--- config.mk ---
export PLATFORM = sky130hd
export DESIGN_NAME = conv1d_out_packer
export DESIGN_NICKNAME = d
export VERILOG_FILES = /design/src/rtl/conv1d_pkg.sv /design/src/rtl/conv1d_sync_fifo.sv /design/src/rtl/conv1d_out_packer.sv
export SDC_FILE = /design/constraint.sdc
export NUM_CORES = 1
export LEC_CHECK = 0
export BUFFER_PORTS_ARGS = -buffer_cell sky130_fd_sc_hd__buf_2
export CAP_MARGIN = 10
export CORE_ASPECT_RATIO = 0.6
export CORE_MARGIN = 3
export CORE_UTILIZATION = 50
export CTS_CLUSTER_DIAMETER = 120
export CTS_CLUSTER_SIZE = 16
export DETAILED_ROUTE_END_ITERATION = 16
export GPL_TIMING_DRIVEN = 0
export MAX_ROUTING_LAYER = met4
export PLACE_DENSITY = 0.67
export SYNTH_ARGS = -nofsm -noshare
export SYNTH_HDL_FRONTEND = slang
export SYNTH_SLANG_ARGS = --single-unit
export TNS_END_PERCENT = 10
--- constraint.sdc ---
create_clock -name clk -period 7.62 [get_ports clk]
set_input_delay 2.286 -clock clk [delete_from_list [all_inputs] [get_ports clk]]
set_output_delay 2.286 -clock clk [all_outputs]
set_load 0.02 [all_outputs]
--- src/rtl/conv1d_pkg.sv ---
// conv1d_pkg: shared conv1d widths, the int32->int8 clip and the packer state encoding.
package conv1d_pkg;
  localparam int BYTE_SIZE     = 8;
  localparam int INT32_SIZE    = 32;
  localparam int KERNEL_LENGTH = 8;
  typedef enum logic {PACK, FLUSH_PEND} packer_state_t;
  function automatic logic [7:0] sat8(input logic [31:0] v);
    return ($signed(v) > 32'sd127) ? 8'h7f : ($signed(v) < -32'sd128) ? 8'h80 : v[7:0];
  endfunction
endpackage

--- src/rtl/conv1d_sync_fifo.sv ---
// conv1d_sync_fifo: DEPTH x WIDTH synchronous FIFO with a registered read port.
//   clk, rst_n           clock, async active-low reset
//   i_clear              sync clear of pointers/count (wins over push/pop)
//   i_push, i_push_data  write one word (ignored when full)
//   i_pop                read one word (ignored when empty)
//   o_rd_data/o_rd_valid popped word, valid for one cycle after the pop
//   o_count/o_full/o_empty occupancy
module conv1d_sync_fifo #(
  parameter int WIDTH = 32,
  parameter int DEPTH = 16
) (
  input  logic                     clk,
  input  logic                     rst_n,
  input  logic                     i_clear,
  input  logic                     i_push,
  input  logic [WIDTH-1:0]         i_push_data,
  input  logic                     i_pop,
  output logic [WIDTH-1:0]         o_rd_data,
  output logic                     o_rd_valid,
  output logic [$clog2(DEPTH):0]   o_count,
  output logic                     o_full,
  output logic                     o_empty
);
  localparam int AW = $clog2(DEPTH);
  logic [WIDTH-1:0] r_mem [DEPTH];
  logic [AW-1:0] r_wptr, r_rptr;
  logic [AW:0] r_count;
  logic w_push, w_pop;
  assign o_count = r_count;
  assign o_full  = r_count == (AW+1)'(DEPTH);
  assign o_empty = r_count == '0;
  assign w_push  = i_push && !o_full && !i_clear;
  assign w_pop   = i_pop && !o_empty && !i_clear;
  // Storage has no reset so it maps onto distributed RAM.
  always_ff @(posedge clk) begin
    if (w_push) r_mem[r_wptr] <= i_push_data;
  end
  always_ff @(posedge clk or negedge rst_n) begin
    if (!rst_n) begin
      r_wptr     <= '0;
      r_rptr     <= '0;
      r_count    <= '0;
      o_rd_data  <= '0;
      o_rd_valid <= 1'b0;
    end else if (i_clear) begin
      r_wptr     <= '0;
      r_rptr     <= '0;
      r_count    <= '0;
      o_rd_valid <= 1'b0;
    end else begin
      if (w_push) r_wptr <= r_wptr + 1'b1;
      if (w_pop) begin
        r_rptr    <= r_rptr + 1'b1;
        o_rd_data <= r_mem[r_rptr];
      end
      o_rd_valid <= w_pop;
      r_count    <= r_count + (AW+1)'(w_push) - (AW+1)'(w_pop);
    end
  end
endmodule

--- src/rtl/conv1d_out_packer.sv ---
// conv1d_out_packer: saturates int32 results to int8, packs 4 per little-endian word, buffers words for CPU reads.
//   clk, rst_n              clock, async active-low reset
//   i_clear                 sync clear of lanes, FIFO and flags (highest priority)
//   i_in_valid/i_in_data    one signed result per cycle; o_in_ready accepts it
//   i_flush                 pulse: emit the partial word zero-padded
//   i_rd_en                 pop one word -> o_rd_data/o_rd_valid next cycle
//   o_count, o_lane         FIFO occupancy, next byte lane
//   o_sat_flag/o_ovf_flag/o_udf_flag  sticky clip / double-flush / empty-read flags
module conv1d_out_packer #(
  parameter int BYTE_SIZE  = 8,
  parameter int INT32_SIZE = 32,
  parameter int DEPTH      = 16
) (
  input  logic                    clk,
  input  logic                    rst_n,
  input  logic                    i_clear,
  input  logic                    i_in_valid,
  input  logic [INT32_SIZE-1:0]   i_in_data,
  output logic                    o_in_ready,
  input  logic                    i_flush,
  input  logic                    i_rd_en,
  output logic [INT32_SIZE-1:0]   o_rd_data,
  output logic                    o_rd_valid,
  output logic [$clog2(DEPTH):0]  o_count,
  output logic [1:0]              o_lane,
  output logic                    o_sat_flag,
  output logic                    o_ovf_flag,
  output logic                    o_udf_flag
);
  import conv1d_pkg::*;
  packer_state_t r_state, w_state_nxt;
  logic [1:0] r_lane;
  logic [INT32_SIZE-1:0] r_hold, w_push_data;
  logic [BYTE_SIZE-1:0] w_byte;
  logic w_full, w_empty, w_pend, w_accept, w_clip, w_word_push, w_flush_push, w_push;
  logic r_sat, r_ovf, r_udf;
  assign w_pend      = r_state == FLUSH_PEND;
  assign o_in_ready  = !w_pend && (r_lane != 2'd3 || !w_full);
  assign w_accept    = i_in_valid && o_in_ready && !i_clear;
  assign w_byte      = sat8(i_in_data);
  assign w_clip      = $signed(i_in_data) > 32'sd127 || $signed(i_in_data) < -32'sd128;
  assign w_word_push = w_accept && r_lane == 2'd3;
  // Partial word leaves either on an immediate flush with room, or when a pending flush finds room.
  assign w_flush_push = !i_clear && r_lane != 2'd0 && !w_full && (w_pend || (i_flush && !w_accept));
  assign w_push      = w_word_push || w_flush_push;
  // Unused lanes of hold are always zero, so a partial word needs no masking.
  assign w_push_data = w_word_push ? {w_byte, r_hold[INT32_SIZE-BYTE_SIZE-1:0]} : r_hold;
  assign o_lane      = r_lane;
  assign o_sat_flag  = r_sat;
  assign o_ovf_flag  = r_ovf;
  assign o_udf_flag  = r_udf;
  // A flush that coincides with an accept is deferred; an emptied lane set just returns to PACK.
  always_comb begin
    w_state_nxt = r_state;
    w_state_nxt = w_pend ? ((r_lane == 2'd0 || !w_full) ? PACK : FLUSH_PEND) :
                  (i_flush && (w_accept || (r_lane != 2'd0 && w_full))) ? FLUSH_PEND : PACK;
  end
  always_ff @(posedge clk or negedge rst_n) begin
    if (!rst_n) begin
      r_state <= PACK;
      r_lane  <= 2'd0;
      r_hold  <= '0;
      r_sat   <= 1'b0;
      r_ovf   <= 1'b0;
      r_udf   <= 1'b0;
    end else if (i_clear) begin
      r_state <= PACK;
      r_lane  <= 2'd0;
      r_hold  <= '0;
      r_sat   <= 1'b0;
      r_ovf   <= 1'b0;
      r_udf   <= 1'b0;
    end else begin
      r_state <= w_state_nxt;
      if (w_push) begin
        r_lane <= 2'd0;
        r_hold <= '0;
      end else if (w_accept) begin
        r_hold[r_lane*BYTE_SIZE +: BYTE_SIZE] <= w_byte;
        r_lane <= r_lane + 2'd1;
      end
      r_sat <= r_sat | (w_accept & w_clip);
      r_ovf <= r_ovf | (w_pend & i_flush);
      r_udf <= r_udf | (i_rd_en & w_empty);
    end
  end
  conv1d_sync_fifo #(.WIDTH(INT32_SIZE), .DEPTH(DEPTH)) u_fifo (
    .clk        (clk),
    .rst_n      (rst_n),
    .i_clear    (i_clear),
    .i_push     (w_push),
    .i_push_data(w_push_data),
    .i_pop      (i_rd_en),
    .o_rd_data  (o_rd_data),
    .o_rd_valid (o_rd_valid),
    .o_count    (o_count),
    .o_full     (w_full),
    .o_empty    (w_empty)
  );
endmodule

==> flow_metrics.env, run 1 <==
export IMPL_status="completed"
export IMPL_drtIter0Drc=1650
export IMPL_drt_pass1_iter_count=5
export IMPL_power_leakage_nw=8.20
export IMPL_yosys_cell_types_count=54
export IMPL_cts_root_buf="clkbuf_16"
export IMPL_clock_skew_ns=0.0245
export IMPL_drtAntennaViolNets=0
export IMPL_die_area_um2=49200
export IMPL_synthArstFlopShare=0.141
export IMPL_grt_pass1_wl_um=81000
export IMPL_area_delta_synth_final_pct=12.5
export IMPL_hold_viol=0
export IMPL_via_count=11718
export IMPL_worstHoldPathCells=1
export IMPL_drc_errors=0
export IMPL_seq_area_frac_synth=0.752
export IMPL_final_area_um2=26200
export IMPL_min_to="u_fifo.o_rd_data[1]$_DFFE_PN0P_"
export IMPL_dp_hpwl_um=35400
export IMPL_synth_area_um2=23200
export IMPL_syn_num_nets=1167
export IMPL_arrival_ns=4.78
export IMPL_nNetsFinal=1313
export IMPL_start_util=0.513
export IMPL_top_level_ports=82
export IMPL_worst_pin_slew_ns=1.23
export IMPL_io_buffers=81
export IMPL_relSlewSlack=0.183
export IMPL_tns_ns=0
export IMPL_rsz0062_at_grt="false"
export IMPL_grt_overflow_total=0
export IMPL_cp_required_ns=8.02
export IMPL_synthCells=1111
export IMPL_grt_max_degree=61
export IMPL_die_h_um=173
export IMPL_clk_path_buf_depth=3
export IMPL_finalSetupViolations=0
export IMPL_synth_top_area_share=0.661
export IMPL_first_global_vias=11732
export IMPL_rr_endpoint="u_fifo.o_count[4]$_DFF_PN0_"
export IMPL_wirelength_um=55100
export IMPL_grt_total_usage=0.233
export IMPL_placedCellCount=1832
export IMPL_synth_most_common_cell="edfxtp_1"
export IMPL_clk_latency_ns=0.56
export IMPL_hold_class="reg -> reg"
export IMPL_wl_per_cell_um=28.8
export IMPL_cts_reportedPaths_clkPinSlew_ns=0.07
export IMPL_drive_above_1_share=0.262
export IMPL_fin_cells=1910
export IMPL_r2r_slack_ns=4.08
export IMPL_crit_path_max_fanout=6
export IMPL_cts_buffers=43
export IMPL_ys_flop_type="edfxtp_1"
export IMPL_htree_levels=2
export IMPL_reg2reg_from="u_fifo.o_count[2]$_DFF_PN0_"
export IMPL_p_per_area_nw_per_um2=272
export IMPL_slew_violations=0
export IMPL_finalCritPeriodShare=0.574
export IMPL_die_width_um=284
export IMPL_startpoint_type="input pin"
export IMPL_crit_type="in -> reg"
export IMPL_cap_violations=0
export IMPL_synth_common_cells="512 x edfxtp_1, 128 x mux4_2, 84 x dfrtp_1, 66 x mux2i_1, 33 x a21o_1"
export IMPL_yosysWarnings=0
export IMPL_ys_ff_latch=596
export IMPL_ir_worst_vdd_v=0.000164
export IMPL_hp_start="u_fifo.o_rd_data[1]$_DFFE_PN0P_"
export IMPL_syn_area_per_cell_um2=20.9
export IMPL_core_area_um2=45300
export IMPL_max_freq_ghz=0.229
export IMPL_clock_sinks=596
export IMPL_cts_setup_buffers=0
export IMPL_dpl_instance_area_um2=24900
export IMPL_cts_tree="built"
export IMPL_postCtsHoldBufs=0
export IMPL_post_cts_resized=0
export IMPL_diodes=0
export IMPL_viasPerCell=6.14
export IMPL_fin_hold_ws_ns=0.472
export IMPL_gp_congestion=0.766
export IMPL_rows=60
export IMPL_period_minus_slack_ns=4.38
export IMPL_critPathCaptureType="register"
export IMPL_synth_edf_count=512
export IMPL_reg2regPathDepth=17
export IMPL_synth_top_cell_by_area="edfxtp_1"
export IMPL_antenna_found_initial=2
export IMPL_yosys_top_cells_area="edfxtp_1 66%, mux4_2 12%, dfrtp_1 9.0%"
through the flow:
step / worst slack, ns / util / power [W]
floorplan: 2.73 / - / 0.00463
global placement: 0.356 / 0.539 / 0.00504
detailed placement: 2.70 / 0.550 / 0.00506
CTS: 3.29 / 0.577 / 0.00717
global route: 3.12 / 0.577 / 0.00741
finish: 3.24 / 0.577 / 0.00711
how the worst max path moves through the flow:
stage	from	endpoint	slack, ns	cells past startpoint
after floorplan	i_flush	u_fifo.r_mem[10][0]$_DFFE_PP_	2.73	5
after global placement	i_flush	u_fifo.r_mem[8][3]$_DFFE_PP_	0.36	6
after detailed placement	i_flush	u_fifo.r_mem[9][1]$_DFFE_PP_	2.70	8
after CTS	i_flush	u_fifo.r_mem[9][5]$_DFFE_PP_	3.29	8
after global routing	i_rd_en	u_fifo.o_count[4]$_DFF_PN0_	3.12	15
final	i_rd_en	u_fifo.o_count[4]$_DFF_PN0_	3.24	15
critical path: stages:
cell and delay (ns):
buf_2 0.08, nor2b_1 0.44, nand2b_1 0.09, buf_2 0.21
inv_1 0.24, ha_1 0.28, inv_1 0.06, ha_1 0.17
inv_1 0.06, fa_1 0.39, inv_1 0.07, a21oi_1 0.07
nor2_1 0.12, or3_1 0.13, a21oi_1 0.06
cell usage in the layout, fill, tap and decap left out, types with 15 or more instances in the layout:
master,Yosys,layout
ha_1,17,17
buf_2,19,99
clkbuf_1,24,57
a21o_1,33,33
o22ai_1,32,32
dfrtp_1,84,84
nor2_1,19,15
clkbuf_16,0,43
edfxtp_1,512,512
mux4_2,128,128
a22o_1,31,31
mux2i_1,66,66
inv_1,18,18
logic make-up (layout without fill, tap and decap cells):
family	count (synthesis)	in the layout	share of synthesized area
and+or+nand+nor	89	89	0.0232
adders and majority gates	18	18	0.0100
buffers and inverters	73	252	0.0137
AOI/OAI and AO/OA	124	124	0.0417
DFF	596	596	0.752
xor gates and xnor gates	9	9	0.00339
muxes	202	202	0.156
cell type report:
cell class / count / area, µm²
timing repair buffer: 101 / 853
tap: 620 / 776
sequential: 596 / 17500
multi-input combinational: 442 / 5500
buffer: 54 / 248
clock buffer: 76 / 1200
inverter: 19 / 71.3
clock inverter: 2 / 25.0
fill: 3368 / 19200
layer usage:
metal,track usage,share of wire,wire length [µm],vias up
met5,-,0,0,-
met4,0.0428,0.016,901,0
met3,0.0461,0.083,4590,73
met2,0.337,0.45,25000,517
met1,0.353,0.45,24600,6240
li1,-,-,-,4888
flip-flops by register name (all words and copies together), names as in the netlist, 2 cells and up:
register	count
u_fifo.r_mem	512
r_hold	32
u_fifo.o_rd_data	32
u_fifo.o_count	5
u_fifo.r_rptr	4
u_fifo.r_wptr	4
o_lane	2
power breakdown:
part | internal (W) | switching, W
Clock | 0.00107 | 0.00107
Combinational | 0.000522 | 0.000736
Sequential | 0.00362 | 0.0000851
Total | 0.00522 | 0.00189
No activity file was read; power rests on OpenSTA's default activity.
==> run 2, diff against run 1 <==
Settings changed: ABC_AREA from default to 1, PLACE_DENSITY 0.67 to 0.66.
Clock period 7.62 ns to 4.35 ns, I/O delays scaled along.
==> flow_metrics.env, run 2 <==
export IMPL_status="completed"
export IMPL_fin_hold_ws_ns=0.479
export IMPL_nNetsFinal=2198
export IMPL_synthSimpleGateAreaFrac=0.134
export IMPL_seqPwrFrac=0.481
export IMPL_startpoint_type="input pin"
export IMPL_synthAdderAreaFrac=0.00963
export IMPL_placedCellCount=2727
export IMPL_regArea_um2=17500
export IMPL_wl_met1_um=29900
export IMPL_core_area_um2=47000
export IMPL_diodes=0
export IMPL_relSlewSlack=0.133
export IMPL_cts_reportedPaths_clkPinSlew_ns=0.07
export IMPL_crit_path_max_fanout=11
export IMPL_arrival_ns=4.35
export IMPL_synth_area_um2=24200
export IMPL_synth_edf_count=512
export IMPL_dp_hpwl_um=45500
export IMPL_area_delta_synth_final_pct=12.5
export IMPL_rows=61
export IMPL_syn_num_nets=2048
export IMPL_cts_tree="built"
export IMPL_hold_viol=0
export IMPL_cts_buffers=43
export IMPL_syn_area_per_cell_um2=12.1
export IMPL_grt_total_usage=0.271
export IMPL_finalCritPeriodShare=0.886
export IMPL_synthCells=1992
export IMPL_reg2reg_from="u_fifo.o_count[3]$_DFF_PN0_"
export IMPL_grt_pass1_wl_um=100000
export IMPL_reg2regPathDepth=15
export IMPL_sw_frac_of_total=0.319
export IMPL_rsz0062_at_grt="false"
export IMPL_largest_reg_flops=512
export IMPL_hold_class="reg -> reg"
export IMPL_finalSetupViolations=0
export IMPL_power_share_clock=0.284
export IMPL_synth_common_cells="512 x edfxtp_1, 453 x nand2_1, 257 x nor2_1, 182 x o21ai_0, 84 x dfrtp_1"
export IMPL_drive_above_1_share=0.109
export IMPL_cp_required_ns=4.85
export IMPL_muxShareOfSynthArea=0.0265
export IMPL_ys_flop_type="edfxtp_1"
export IMPL_ir_worst_vdd_v=0.000294
export IMPL_post_cts_resized=0
export IMPL_r2r_slack_ns=0.51
export IMPL_seq_area_frac_synth=0.723
export IMPL_path_cells="buf_2, o21ai_1, nor2_1, buf_2, ha_1, inv_1, ha_1, inv_1, fa_1, nor3_1, a211oi_1, xor2_1, nor2_1"
export IMPL_die_width_um=290
export IMPL_synth_top_cell_by_area="edfxtp_1"
export IMPL_wirelength_um=67400
export IMPL_synth_top_area_share=0.636
export IMPL_multi_input_area_um2=6120
export IMPL_largest_register="u_fifo.r_mem"
export IMPL_grt_overflow_total=0
export IMPL_endpoint="u_fifo.o_count[4]$_DFF_PN0_"
export IMPL_cap_violations=0
export IMPL_synthArstFlopShare=0.141
export IMPL_worst_pin_slew_ns=1.30
export IMPL_htree_levels=2
export IMPL_worstHoldPathCells=2
export IMPL_p_per_area_nw_per_um2=498
export IMPL_slowest_delay_ns=0.74
export IMPL_largest_registers="u_fifo.r_mem (512), r_hold (32), u_fifo.o_rd_data (32)"
export IMPL_die_h_um=176
export IMPL_fillers=3856
export IMPL_power_leakage_nw=10.3
export IMPL_drc_errors=0
export IMPL_gp_congestion=0.924
export IMPL_dr_wl_met3_um=7910
export IMPL_wl_met2_um=28200
export IMPL_top_layer_used="met4"
export IMPL_period_minus_slack_ns=3.85
export IMPL_cts_setup_buffers=0
export IMPL_synth_compound_area_frac=0.0761
export IMPL_comb_power_share=0.234
export IMPL_clock_sinks=596
export IMPL_antenna_found_initial=0
export IMPL_drtAntennaViolNets=0
export IMPL_start_util=0.514
export IMPL_crit_type="in -> reg"
export IMPL_synth_most_common_cell="edfxtp_1"
export IMPL_startpoint="i_rd_en"
export IMPL_die_area_um2=51100
export IMPL_layout_common_cells="512 x edfxtp_1, 453 x nand2_1, 241 x nor2_1, 175 x o21ai_0, 121 x buf_2"
export IMPL_crit_slowest_cell="nor2_1"
export IMPL_drt_pass1_iter_count=6
export IMPL_clk_path_buf_depth=3
export IMPL_first_global_vias=15592
export IMPL_yosys_top_cells_area="edfxtp_1 64%, dfrtp_1 8.7%, nand2_1 7.0%"
export IMPL_drtIter0Drc=2179
export IMPL_viasPerCell=5.83
export IMPL_ys_ff_latch=596
export IMPL_max_freq_ghz=0.260
export IMPL_yosysWarnings=0
export IMPL_via_count=16354
export IMPL_layout_commonest_cell="edfxtp_1"
export IMPL_fin_cells=2804
export IMPL_top_level_ports=82
export IMPL_p_int_w=0.00922
export IMPL_cts_root_buf="clkbuf_16"
export IMPL_slew_violations=0
export IMPL_synth_xor_area_frac=0.00181
export IMPL_critPathCaptureType="register"
export IMPL_wl_per_cell_um=24.0
export IMPL_rr_endpoint="u_fifo.o_count[4]$_DFF_PN0_"
export IMPL_clk_latency_ns=0.56
export IMPL_clock_skew_ns=0.0158
export IMPL_postCtsHoldBufs=0
export IMPL_yosys_cell_types_count=32
export IMPL_grt_max_degree=61
export IMPL_synth_top_family_by_area="simple AND/OR/NAND/NOR gates"
export IMPL_switching_power_w=0.00431
export IMPL_io_buffers=80
run 2: per-layer routing:
layer | global-route usage | vias up
met5 | - | -
met4 | 0.0621 | 0
met3 | 0.0539 | 104
met2 | 0.377 | 978
met1 | 0.414 | 7965
li1 | - | 7307
run 2: area by class of cell:
type | instances | share of cell area
Timing Repair Buffer | 105 | 0.0316
Multi-Input combinational cell | 1243 | 0.225
Tap cell | 630 | 0.0290
Buffer | 104 | 0.0187
Clock buffer | 76 | 0.0457
Clock inverter | 1 | 0.000598
Sequential cell | 596 | 0.643
Inverter | 49 | 0.00676
run 2: per-stage QoR:
step | setup TNS [ns] | setup WS (ns) | util | power (W) | area [µm²]
after floorplan | 0 | 0.423 | - | 0.00857 | 24200
after global placement | -676.71 | -1.51 | 0.539 | 0.00968 | 25400
after detailed placement | -0.0197 | -0.0197 | 0.552 | 0.00975 | 25900
after CTS | 0 | 0.568 | 0.579 | 0.0135 | 27200
after global routing | 0 | 0.384 | 0.579 | 0.0141 | 27200
final | 0 | 0.497 | 0.579 | 0.0135 | 27200
run 2: power by group through the flow:
stage / sequential (W) / clock (W) / combinational (W)
after CTS: 0.00651 / 0.00388 / 0.00313
after detailed placement: 0.00663 / 0 / 0.00311
after global routing: 0.00654 / 0.00414 / 0.00344
final: 0.00651 / 0.00385 / 0.00317
after global placement: 0.00663 / 0 / 0.00305
after floorplan: 0.00682 / 0 / 0.00174
run 2: critical path, delay by kind of cell:
family / cells / cell delay [ns]
compound gates: 2 / 0.26
buf+inv: 4 / 0.68
xor+xnor: 1 / 0.14
simple gates: 3 / 1.10
fa+ha+maj: 3 / 0.86
run 2: how the worst min path moves through the flow:
stage | startpoint | to | slack (ns)
after global routing | u_fifo.o_rd_data[29]$_DFFE_PN0P_ | u_fifo.o_rd_data[29]$_DFFE_PN0P_ | 0.50
final | u_fifo.o_rd_data[29]$_DFFE_PN0P_ | u_fifo.o_rd_data[29]$_DFFE_PN0P_ | 0.48
after CTS | u_fifo.o_rd_data[29]$_DFFE_PN0P_ | u_fifo.o_rd_data[29]$_DFFE_PN0P_ | 0.48
after global placement | u_fifo.o_rd_data[13]$_DFFE_PN0P_ | u_fifo.o_rd_data[13]$_DFFE_PN0P_ | 0.46
after floorplan | r_hold[31]$_DFFE_PN0P_ | r_hold[31]$_DFFE_PN0P_ | 0.47
after detailed placement | u_fifo.o_rd_data[7]$_DFFE_PN0P_ | u_fifo.o_rd_data[7]$_DFFE_PN0P_ | 0.46
run 2: cell families (layout without fill, tap and decap cells):
| group | Yosys count | in the layout |
|---|---|---|
| and+or+nand+nor | 805 | 805 |
| muxes | 64 | 64 |
| buffers and inverters | 153 | 335 |
| xor gates and xnor gates | 5 | 5 |
| adders and majority gates | 18 | 18 |
| DFF | 596 | 596 |
| AOI/OAI and AO/OA | 351 | 351 |
